`src/rtl/armedf_pkg.sv`:
```
// armedf_pkg: shared constants for the sound latch / IRQ controller
package armedf_pkg;
  localparam int IRQ_DIV_DEF = 3072;
  localparam int FIFO_DEPTH = 4;
  localparam int PTR_W = $clog2(FIFO_DEPTH);
  typedef logic [7:0] byte_t;
endpackage

```
`src/rtl/sound_latch_fifo.sv`:
```
// sound_latch_fifo: 4-entry 68K->Z80 command FIFO; clear applies before push/pop in the same cycle
module sound_latch_fifo
  import armedf_pkg::*;
(
  input  logic  clk_sys,
  input  logic  reset,
  input  logic  clr,
  input  logic  push,
  input  logic  pop,
  input  byte_t din,
  output byte_t dout,
  output logic  valid
);
  byte_t mem [FIFO_DEPTH];
  logic [PTR_W-1:0] head, tail, head_c, tail_c;
  logic [PTR_W:0] cnt, cnt_c;
  logic do_pop, do_push;
  always_comb begin
    head_c = clr ? '0 : head;
    tail_c = clr ? '0 : tail;
    cnt_c = clr ? '0 : cnt;
    do_pop = pop & (cnt_c != '0);
    do_push = push & ((cnt_c != (PTR_W+1)'(FIFO_DEPTH)) | do_pop);
  end
  always_ff @(posedge clk_sys) begin
    if (reset) begin
      head <= '0;
      tail <= '0;
      cnt <= '0;
    end else begin
      head <= head_c + PTR_W'(do_pop);
      tail <= tail_c + PTR_W'(do_push);
      cnt <= cnt_c + (PTR_W+1)'(do_push) - (PTR_W+1)'(do_pop);
    end
  end
  always_ff @(posedge clk_sys)
    if (do_push) mem[tail_c] <= din;
  assign valid = cnt != '0;
  assign dout = valid ? mem[head] : 8'h00;
endmodule

```
`src/rtl/sound_irq_ctrl.sv`:
```
// sound_irq_ctrl: 68K->Z80 sound latch, Z80 periodic IRQ and 68K VBL IRQ1.
// Define SOUND_LATCH_FIFO_EN to replace the single latch with a 4-entry FIFO.
module sound_irq_ctrl
  import armedf_pkg::*;
#(
  parameter int IRQ_DIV = IRQ_DIV_DEF
) (
  input  logic       clk_sys,
  input  logic       reset,
  input  logic       m68k_rw,
  input  logic       m68k_lds_n,
  input  logic [7:0] m68k_din,
  input  logic       sound_latch_cs,
  input  logic       irq_ack_cs,
  input  logic       vbl,
  input  logic       z80_latch_r_cs,
  input  logic       z80_latch_clr_cs,
  input  logic       M1_n,
  input  logic       IORQ_n,
  output logic [7:0] latch_dout,
  output logic       latch_valid,
  output logic       z80_int_n,
  output logic       m68k_irq1
);
  localparam int CW = $clog2(IRQ_DIV);
  // bit order: push, read, clear, ack, vbl
  logic [4:0] cur, prev, rise;
  logic [1:0] arm;
  byte_t din_q;
  logic [CW-1:0] cnt;
  logic tc;
  always_ff @(posedge clk_sys) begin
    if (reset) begin
      cur <= '0;
      prev <= '0;
      arm <= '0;
      din_q <= '0;
    end else begin
      cur <= {vbl, irq_ack_cs & ~m68k_rw, z80_latch_clr_cs, z80_latch_r_cs,
              sound_latch_cs & ~m68k_rw & ~m68k_lds_n};
      prev <= cur;
      arm <= {arm[0], 1'b1};
      din_q <= m68k_din;
    end
  end
  // arm[1] masks the first compare after reset so a level held through reset is not an edge
  assign rise = cur & ~prev & {5{arm[1]}};
  assign tc = cnt == CW'(IRQ_DIV - 1);
  always_ff @(posedge clk_sys) begin
    if (reset) begin
      cnt <= '0;
      z80_int_n <= 1'b1;
      m68k_irq1 <= 1'b0;
    end else begin
      cnt <= tc ? '0 : cnt + 1'b1;
      z80_int_n <= tc ? 1'b0 : (~M1_n & ~IORQ_n) ? 1'b1 : z80_int_n;
      m68k_irq1 <= rise[4] | (m68k_irq1 & ~rise[3]);
    end
  end
`ifdef SOUND_LATCH_FIFO_EN
  sound_latch_fifo u_fifo (
    .clk_sys(clk_sys),
    .reset(reset),
    .clr(rise[2]),
    .push(rise[0]),
    .pop(rise[1]),
    .din(din_q),
    .dout(latch_dout),
    .valid(latch_valid)
  );
`else
  always_ff @(posedge clk_sys) begin
    if (reset) begin
      latch_dout <= 8'h00;
      latch_valid <= 1'b0;
    end else begin
      latch_dout <= rise[0] ? din_q : rise[2] ? 8'h00 : latch_dout;
      latch_valid <= rise[0] | (latch_valid & ~rise[2] & ~rise[1]);
    end
  end
`endif
endmodule

```
`config.mk`:
```
export PLATFORM = sky130hd
export DESIGN_NAME = sound_irq_ctrl
export DESIGN_NICKNAME = d
export VERILOG_FILES = /design/src/rtl/armedf_pkg.sv /design/src/rtl/sound_latch_fifo.sv /design/src/rtl/sound_irq_ctrl.sv
export SDC_FILE = /design/constraint.sdc
export NUM_CORES = 1
export LEC_CHECK = 0
export BUFFER_PORTS_ARGS = -buffer_cell sky130_fd_sc_hd__buf_4
export CORE_ASPECT_RATIO = 1.75
export CORE_MARGIN = 5
export CORE_UTILIZATION = 41
export CTS_BUF_LIST = sky130_fd_sc_hd__clkbuf_16
export DETAILED_ROUTE_END_ITERATION = 10
export GPL_ROUTABILITY_DRIVEN = 0
export HOLD_SLACK_MARGIN = 0.12
export PLACE_DENSITY_LB_ADDON = 0.12
export SLEW_MARGIN = 20
export SYNTH_ARGS = -nofsm -noshare
export SYNTH_HDL_FRONTEND = slang
export SYNTH_HIERARCHICAL = 1
export SYNTH_SLANG_ARGS = --single-unit
```
`constraint.sdc`:
```
create_clock -name clk_sys -period 1.4 [get_ports clk_sys]
set_clock_uncertainty 0.05 [all_clocks]
set_input_delay 0.14 -clock clk_sys [delete_from_list [all_inputs] [get_ports clk_sys]]
set_output_delay 0.14 -clock clk_sys [all_outputs]
set_load 0.03 [all_outputs]
```
# Word-level counts from Yosys, hierarchy flattened
# Cells that the tools add are included.
# totals
reg_bits	43
inputBits	19
out_inout_bits	11
word_cells	39
# classes
add_sub_neg	1
eq_ne	1
mux	5
bitwise	19
n_reduce_logical	3
# ops
operator	n
$mux 8	2
$add 12x1->12 const B	1
$eq 12x12->1 const B	1
$and 5x5->5	2
$and 1x1->1	7
$not 1->1	7
$not 5->5	1
$reduce_bool 2->1	2
$mux 1	3
$or 1x1->1	2
$reduce_or 2->1	1

# Longest topological paths before layout
# Gate-level depths: netlist (run 1).
# logic_depth
word_depth	7
ltp_mapped	5
ltp_nobuf	5

# Least setup slack after synthesis (run 1)
# Ideal clock, no wire load.
# synth_path
kind	reg2reg
startpoint	register cnt[0]
endpoint	register cnt[11]
setup_ps	74
t_arrival_ps	1226
required_ps	1276
setup_slack_ps	50
stages_incl_launch_ff	6
path_buffers	0
synth_period_minus_slack_ps	1350
cell_sequence	dfxtp_1 ha_1 nand4_1 nor2_2 or3b_1 a31oi_1
# synth_between
elab_chain_len	2
word_cells_on_any_way	3
cone_classes	add/sub (1); eq/ne (1); reduce/logical (1)
# synth_rtl
item	line_no	source
start: declaration	sound_irq_ctrl.sv:30	logic [CW-1:0] cnt;
start signal: assignment	sound_irq_ctrl.sv:55	cnt <= tc ? '0 : cnt + 1'b1;
branches (longest 2 deep; another with $add 12x1->12)	--	
# Several ways; the timed one is not identified.
# A chain may end at the register's enable or synchronous reset.

# Worst setup path after layout (run 1)
# layout_path
startpoint	input m68k_rw
endpoint	register cur[3]
# layout_between
elab_chain_len	2
# layout_rtl
item	line_no	source
start: declaration	sound_irq_ctrl.sv:10	input logic m68k_rw,
$not 1->1	sound_irq_ctrl.sv:39	cur <= {vbl, irq_ack_cs & ~m68k_rw, z80_latch_clr_cs, z80_latch_r_cs,
$and 1x1->1	sound_irq_ctrl.sv:39	
end signal: assignment	sound_irq_ctrl.sv:39	
end: declaration	sound_irq_ctrl.sv:27	logic [4:0] cur, prev, rise;
# No other way between the ends.

==> reports/results.md, run 1 <==
| Group | Result | This run |
|---|---|---|
| detailed routing | Vias per inst | 4.82 |
| detailed routing | Vias | 1156 |
| clock tree | Number of CTS-inserted buffers | 5 |
| timing | Hold Violations, Final | 0 |
| die | Floorplan row count | 29 |
| setup path | Signal arrival time at the worst endpoint | 1.54 ns |
| pwr | Clock power share | 42.0% |
| clock tree | Clock-pin slew on the worst setup and hold paths | 0.05 ns |
| die | Starting density of the core | 41.9% |
| pwr | Largest vdd supply drop | 1070 uV |
| timing | Count of pins over their slew limit | 0 |
| worst hold path | Path type of the worst min-delay path | input port to flop |
| setup path | Combined buffer and inverter count along the critical path | 3 |
| clock tree | H-tree depth | 2 |
| logic synthesis | #FFs+latches synth | 43 |
| setup path | Dominant delay contributor by cell family on the critical path | buffers and inverters |
| logic synthesis | EDFF count, synth | 0 |
| global route | Number of global-route vias before repair | 1233 |
| logic synthesis | Synthesized cell area | 0.00149 mm^2 |
| logic synthesis | Yosys top cell by area | dfxtp_1 |
| placed design | Placed cell count | 218 |
| setup path | First element of the critical path | m68k_rw |
| clock tree | Source-to-sink clock delay at the later pin of the worst-skew pair | 0.28 ns |
| layout | Layout net count | 214 |
| setup path | Startpoint Class | input port |
| global route | Initial antenna violation count | 0 |
| global route | Total global routing overflow | 0 |
| global route | First-pass GRT wire length | 5400 um |
| placed design | Hpwl dp | 2030 um |
| setup path | Start of the worst register-to-register path | cnt[0]$_SDFF_PP0_ |
| logic synthesis | Area share of the leading cell type in the synthesized netlist | 57.8% |
| status | Run status | complete, no violations |
| layout | Multi-input gate area | 624 um^2 |
| layout | Filler Cells Inserted | 336 |
| pwr | Power share of the combinational group | 6.7% |
| worst hold path | Critical hold path startpoint | M1_n |
| detailed routing | Wire per inst | 12.4 um |
| clock tree | Max Root-Sink Buffers | 2 |
| detailed routing | 1st-iter DRT viols | 38 |
| die | Core Region | 0.00356 mm^2 |
| logic synthesis | Sequential area share after synthesis | 57.8% |
| setup path | Critical path's slowest cell | dlygate4sd3_1 |
| pwr | Psw | 500 uW |
| setup path | Biggest fanout along the worst timing path | 2 |
| pwr | Seq pwr share | 51.3% |
| logic synthesis | Cell variety after synth | 36 |
| die | Die area | 0.00499 mm^2 |
| layout | Reg area | 863 um^2 |
| setup path | Type of the worst setup path | input port to flop |
| pwr | Switching power as a share of total power | 19.9% |
| logic synthesis | Async set or reset register ratio after synthesis | 0% |
| setup path | Worst EP required | 1.57 ns |
| die | Horiz. Die Dim | 55.6 um |
| layout | Number of standard cells in the final layout excluding fillers | 240 |
| setup path | List of cells traversed by the critical path | dlygate4sd3_1 > buf_4 > nor3b_2 > dlygate4sd3_1 |
| setup path | Delay contributed by the slowest stage of the critical path | 0.55 ns |
| layout | Inserted Diodes | 0 |
| timing | Setup violation total in the final timing report | 0 |
| setup path | Nature of the critical path endpoint | flop |
| logic synthesis | Flip-flop cell with the highest count after synthesis | dfxtp_1 |
| logic synthesis | Number of standard cells after synthesis | 143 |
| detailed routing | # DRC | 0 |
| layout | Fraction of layout cells with a size suffix above 1 | 27.3% |
| logic synthesis | Average size of a mapped cell | 10.4 um^2 |
| logic synthesis | Synth warn | 6 |
| clock tree | Root buffer cell | clkbuf_16 |
| timing | Transition time at the pin with the least slew margin | 0.358 ns |
| flow run | Number of max-capacitance violations reported | 0 |
| timing | Tmin final | 1.37 ns |
| pwr | Power per cell area | 1200 mW/mm^2 |
| detailed routing | Number of antenna-violating nets in the routed design | 0 |
| global route | Global router's overall resource usage | 13.6% |
| timing | Worst slew margin | 76.1% |
| pwr | Internal Dissipation | 2010 uW |
| timing | Tcrit/Tclk final | 97.8% |
| die | I/O pin count | 30 |
| clock tree | Total number of clock tree sinks | 43 |
| layout | Final core utilization | 58.9% |
| detailed routing | Aggregate routed wire length | 2980 um |
| layout | Synthesis-to-finish area growth | 40.6% |
| placed design | Count of input and output buffers | 29 |
| global route | Largest net degree at the start of global routing | 37 |
| timing | Max Fclk | 0.730 GHz |
| logic synthesis | Top cells by area, synth | dfxtp_1, nor2b_1, nor2_1, a22oi_1, xnor2_1 |
| logic synthesis | Synth Net Count | 163 |
| setup path | Most numerous cell on the critical path | dlygate4sd3_1 |
| detailed routing | Number of search-and-repair iterations in the first detailed-routing pass | 3 |
| clock tree | Clock tree from TritonCTS | yes |
| pwr | P_leak | 0.000825 uW |
| die | Vertical extent of the die | 89.8 um |
## cell type report
cell class | instances | area share [%]
Inverter | 3 | 0.537
Tap cell | 46 | 2.75
Multi-Input combinational cell | 92 | 29.8
Clock inverter | 2 | 0.418
Timing Repair Buffer | 49 | 19.3
Sequential cell | 43 | 41.2
Clock buffer | 5 | 5.97
## per-stage QoR
stage          setup TNS [ns]  hold slack, ns  total power [uW]  area (um^2)  worst slack [ns]
6_report                    0           0.160              2510         2100            0.0304
5_1_grt              -0.00572           0.175              2630         2100          -0.00572
4_1_cts                     0           0.157              2540         2060            0.0252
3_5_place_dp                0           0.268              1440         1780            0.0342
3_3_place_gp                0           0.266              1440         1780            0.0719
2_1_floorplan               0           0.166              1380         1490            0.0497
## synthesized netlist by cell type (all sizes together) (2+ instances only)
cell type,count
nand2,3
xnor2,5
nor2b,19
nand4,3
a21oi,5
nor2,22
a22oi,8
nand3b,2
inv,3
nand3,4
clkbuf,4
dfxtp,43
xor2,2
o21ai,2
## worst register-to-register path: stages (launching register included)
cell and delay [ns]:
dfxtp_2 0.33, ha_4 0.16, nand4_1 0.12, nor2_4 0.08, or3b_1 0.38, a31oi_1 0.12
## metal layers
metal	wire length [um]	global-route usage, %
met3	119	4.58
met5	0	0
met2	1680	24.1
met1	1110	13.9
met4	74	6.90
## sequential cells by signal, indices dropped and copies added (netlist names)
register and count:
cnt 12, din_q 8, latch_dout 8, cur 5, prev 5, arm 2
latch_valid 1, m68k_irq1 1, z80_int_n 1
## worst paths after layout
path / end / slack (ns) / depth (start not counted)
setup / recovery: cur[3]$_SDFF_PP0_ / 0.03 / 4
hold / removal: z80_int_n$_SDFFE_PP1P_ / 0.16 / 3
setup reg to reg: cnt[11]$_SDFF_PP0_ / 0.09 / 5
hold reg to reg: arm[1]$_SDFF_PP0_ / 0.40 / 1
## placed cells by master, fill, tap and decap left out, types with 2 or more instances in the layout
master and n:
a21oi_1 4, a22oi_1 8, buf_4 34, clkbuf_16 5, dfxtp_1 41, dfxtp_2 2
dlygate4sd3_1 15, inv_1 3, nand2_1 3, nand3_1 2, nand3_2 2, nand3b_1 2
nand4_1 2, nor2_1 20, nor2b_1 19, o21ai_0 2, xnor2_1 5, xor2_1 2
## cells by family (layout without fill, tap and decap cells)
kind of cell	after synthesis	in the layout	share of synthesized area, %
and+or+nand+nor	62	62	23.7
xor gates and xnor gates	7	7	4.11
DFF	43	43	57.8
adders and majority gates	1	1	0.839
buffers and inverters	8	59	2.27
AOI/OAI and AO/OA	22	22	11.3
## power groups by stage
stage	registers (uW)	logic [uW]	clock network [uW]
floorplan	1310	63.5	0
global placement	1310	130	0
detailed placement	1310	132	0
CTS	1280	166	1090
global route	1290	186	1150
finish	1290	167	1050
## timing repair
action	CTS	global route
buffers inserted	0	0
endpoints found under the setup margin	0	17
hold endpoints to repair	13	0
hold buffers	15	0
resized for setup	0	8
(Power assumes the default switching activity.)
==> run 2, diff against run 1 <==
ABC_AREA = 1   (was default)
CORE_ASPECT_RATIO = default   (was 1.75)
==> reports/results.md, run 2 <==
| Group | Result | This run | Change |
|---|---|---|---|
| status | Run status | complete, no violations |  |
| timing | Transition time at the pin with the least slew margin | 0.311 ns | -0.0475 ns |
| setup path | Logic depth of the worst register-to-register path | 7 | +2 |
| global route | Global router's overall resource usage | 13.7% | +0.11 points |
| die | Horiz. Die Dim | 71.2 um | +28% |
| setup path | Worst r2r dst | cnt[8]$_SDFF_PP0_ |  |
| clock tree | Clock tree from TritonCTS | yes |  |
| pwr | Largest vdd supply drop | 667 uV | -38% |
| global route | Initial antenna violation count | 0 | unchanged |
| timing | Tmin final | 1.32 ns | -0.0480 ns |
| logic synthesis | Number of standard cells after synthesis | 190 | +33% |
| clock tree | Root buffer cell | clkbuf_16 |  |
| setup path | Startpoint Class | flop |  |
| worst hold path | Hold Path Depth | 4 | +1 |
| die | Die area | 0.00507 mm^2 | +1.7% |
| logic synthesis | Most numerous cell in the Yosys netlist | dfxtp_1 |  |
| layout | Most used cells in the layout excluding fill and tap cells | dfxtp_1, buf_4, nor2_1, nand2_1, inv_1 |  |
| layout | Filler Cells Inserted | 346 | +3.0% |
| layout | Fraction of layout cells with a size suffix above 1 | 21.2% | -6.1 points |
| worst hold path | Path type of the worst min-delay path | input port to flop |  |
| setup path | Type of the worst setup path | flop to flop |  |
| timing | Final-layout worst hold slack | 0.139 ns | -0.0205 ns |
| logic synthesis | Synthesized cell area | 0.00154 mm^2 | +3.1% |
| placed design | Hpwl dp | 2090 um | +2.8% |
| clock tree | Total number of clock tree sinks | 43 | unchanged |
| setup path | Setup slack on the worst flop-to-flop path | 0.08 ns | about the same |
| logic synthesis | Synth warn | 6 | unchanged |
| timing | Hold Violations, Final | 0 | unchanged |
| setup path | Start of the worst register-to-register path | cnt[1]$_SDFF_PP0_ |  |
| clock tree | Clock-pin slew on the worst setup and hold paths | 0.06 ns | about the same |
| flow run | Number of max-capacitance violations reported | 0 | unchanged |
| placed design | Count of input and output buffers | 29 | unchanged |
| setup path | First element of the critical path | cnt[1]$_SDFF_PP0_ |  |
| setup path | Signal arrival time at the worst endpoint | 1.45 ns | -0.09 ns |
| global route | Total global routing overflow | 0 | unchanged |
| pwr | P_leak | 0.000927 uW | +12% |
| global route | Largest net degree at the start of global routing | 28 | -24% |
| setup path | Biggest fanout along the worst timing path | 3 | +1 |
| logic synthesis | Async set or reset register ratio after synthesis | 0% | unchanged |
| logic synthesis | Area share of the leading cell type in the synthesized netlist | 56.0% | -1.7 points |
| clock tree | Source-to-sink clock delay at the later pin of the worst-skew pair | 0.28 ns | about the same |
| setup path | Nature of the critical path endpoint | flop |  |
| detailed routing | Wire per inst | 11.2 um | -10% |
| die | Core Region | 0.00363 mm^2 | +2.2% |
| layout | Biggest register | cnt |  |
| clock tree | Number of CTS-inserted buffers | 5 | unchanged |
| pwr | Sum of internal, switching and leakage power | 2520 uW | +0.31% |
| logic synthesis | EDFF count, synth | 0 | unchanged |
| logic synthesis | Cell types with the highest counts after synthesis | dfxtp_1, nor2_1, nand2_1 |  |
| clock tree | H-tree depth | 2 | unchanged |
| layout | Multi-input gate area | 569 um^2 | -8.8% |
| setup path | End point of the critical path | cnt[8]$_SDFF_PP0_ |  |
| layout | Flip-flop count of the largest register after layout | 12 | unchanged |
| logic synthesis | Flip-flop cell with the highest count after synthesis | dfxtp_1 |  |
| timing | Max Fclk | 0.757 GHz | +3.6% |
| die | Vertical extent of the die | 71.2 um | -21% |
| layout | Largest registers ranked by flip-flop count | cnt (12), din_q (8), latch_dout (8) |  |
| layout | Reg area | 863 um^2 | unchanged |
| layout | Most frequent standard cell in the layout excluding fill and tap cells | dfxtp_1 |  |
| timing | Tcrit/Tclk final | 94.4% | -3.4 points |
| logic synthesis | Sequential area share after synthesis | 56.0% | -1.7 points |
| logic synthesis | Yosys top cell by area | dfxtp_1 |  |
| logic synthesis | #FFs+latches synth | 43 | unchanged |
| setup path | Worst EP required | 1.52 ns | -0.05 ns |
| layout | Layout net count | 264 | +23% |
| die | Floorplan row count | 22 | -24% |
| timing | Setup violation total in the final timing report | 0 | unchanged |
| detailed routing | Number of search-and-repair iterations in the first detailed-routing pass | 4 | +1 |
| timing | Sum Neg Setup Slack | 0 ns | unchanged |
| logic synthesis | Top cells by area, synth | dfxtp_1, nor2_1, nand2_1, inv_1, a21oi_1 |  |
| logic synthesis | Average size of a mapped cell | 8.09 um^2 | -22% |
| detailed routing | 1st-iter DRT viols | 63 | +66% |
| detailed routing | Vias per inst | 4.50 | -6.5% |
| layout | Inserted Diodes | 0 | unchanged |
| timing | Worst slew margin | 79.2% | +3.1 points |
| clock tree | Max Root-Sink Buffers | 2 | unchanged |
| logic synthesis | Cell variety after synth | 22 | -39% |
| timing | Count of pins over their slew limit | 0 | unchanged |
| detailed routing | Number of antenna-violating nets in the routed design | 0 | unchanged |
| detailed routing | Vias | 1319 | +14% |
| pwr | Power per cell area | 1170 mW/mm^2 | -2.4% |
| die | I/O pin count | 30 | unchanged |
| die | Starting density of the core | 42.3% | +0.38 points |
| layout | Synthesis-to-finish area growth | 40.1% |  |
| detailed routing | Aggregate routed wire length | 3270 um | +9.5% |
| logic synthesis | Synth Net Count | 210 | +29% |
| global route | Number of global-route vias before repair | 1212 | -1.7% |
| global route | First-pass GRT wire length | 5390 um | -0.26% |
| detailed routing | # DRC | 0 | unchanged |
[run 2: cell count changes after synthesis, moves of 10 or more]
cell | previous run | this run
a21oi_1 | 4 | 14
inv_1 | 3 | 29
nand2_1 | 3 | 31
nand3_1 | 3 | 14
nor2_1 | 20 | 33
nor2b_1 | 19 | 0
[run 2: critical path, cell delays in order, from the launching register on]
cell     delay (ns)
dfxtp_2        0.37
ha_4           0.15
nand2_1        0.07
nor2_2         0.17
buf_4          0.14
nand2_1        0.07
xor2_1         0.15
nor2_1         0.05
[run 2: final cells by class]
class | instances | area share (%)
Sequential cell | 43 | 40.1
Multi-Input combinational cell | 115 | 26.4
Timing Repair Buffer | 50 | 19.3
Clock buffer | 5 | 5.81
Inverter | 29 | 5.06
Tap cell | 48 | 2.79
Clock inverter | 3 | 0.523
[run 2: timing repair]
item	4_1_cts	5_1_grt
buffers inserted	0	1
gates resized for setup	0	6
endpoints found under the hold margin	15	1
setup endpoints to repair	0	13
hold buffers	16	1
[run 2: per-layer routing]
metal | wire length, um | global-route usage [%]
met2 | 1580 | 22.3
met5 | 0 | 0
met3 | 161 | 5.33
met4 | 106 | 6.47
met1 | 1420 | 15.9
[run 2: cell families after synthesis]
logic type | Yosys count | synth area share (%)
simple gates | 91 | 25.7
flops | 43 | 56.0
buf+inv | 33 | 8.79
compound gates | 18 | 6.43
xor+xnor | 4 | 2.28
fa+ha+maj | 1 | 0.814
[run 2: report_power, final]
| part | internal [uW] | switching (uW) |
|---|---|---|
| Combinational | 92.2 | 73.0 |
| Clock | 641 | 431 |
| Sequential | 1260 | 18.3 |
[run 2: how the worst min path moves through the flow]
stage / start / to
after floorplan: m68k_rw / cur[3]$_SDFF_PP0_
after global routing: M1_n / z80_int_n$_SDFFE_PP1P_
final: M1_n / z80_int_n$_SDFFE_PP1P_
after detailed placement: m68k_lds_n / cur[0]$_SDFF_PP0_
after global placement: m68k_rw / cur[3]$_SDFF_PP0_
after CTS: M1_n / z80_int_n$_SDFFE_PP1P_
[run 2: per-stage QoR]
stage / util, % / instance area (um^2) / setup slack (ns) / cells
2_1_floorplan: - / 1540 / 0.134 / 190
6_report: 59.3 / 2150 / 0.0784 / 293
4_1_cts: 58.2 / 2110 / 0.0184 / 291
3_3_place_gp: 50.0 / 1820 / 0.0989 / 267
3_5_place_dp: 50.0 / 1820 / 0.0330 / 267
5_1_grt: 59.3 / 2150 / -0.0200 / 293
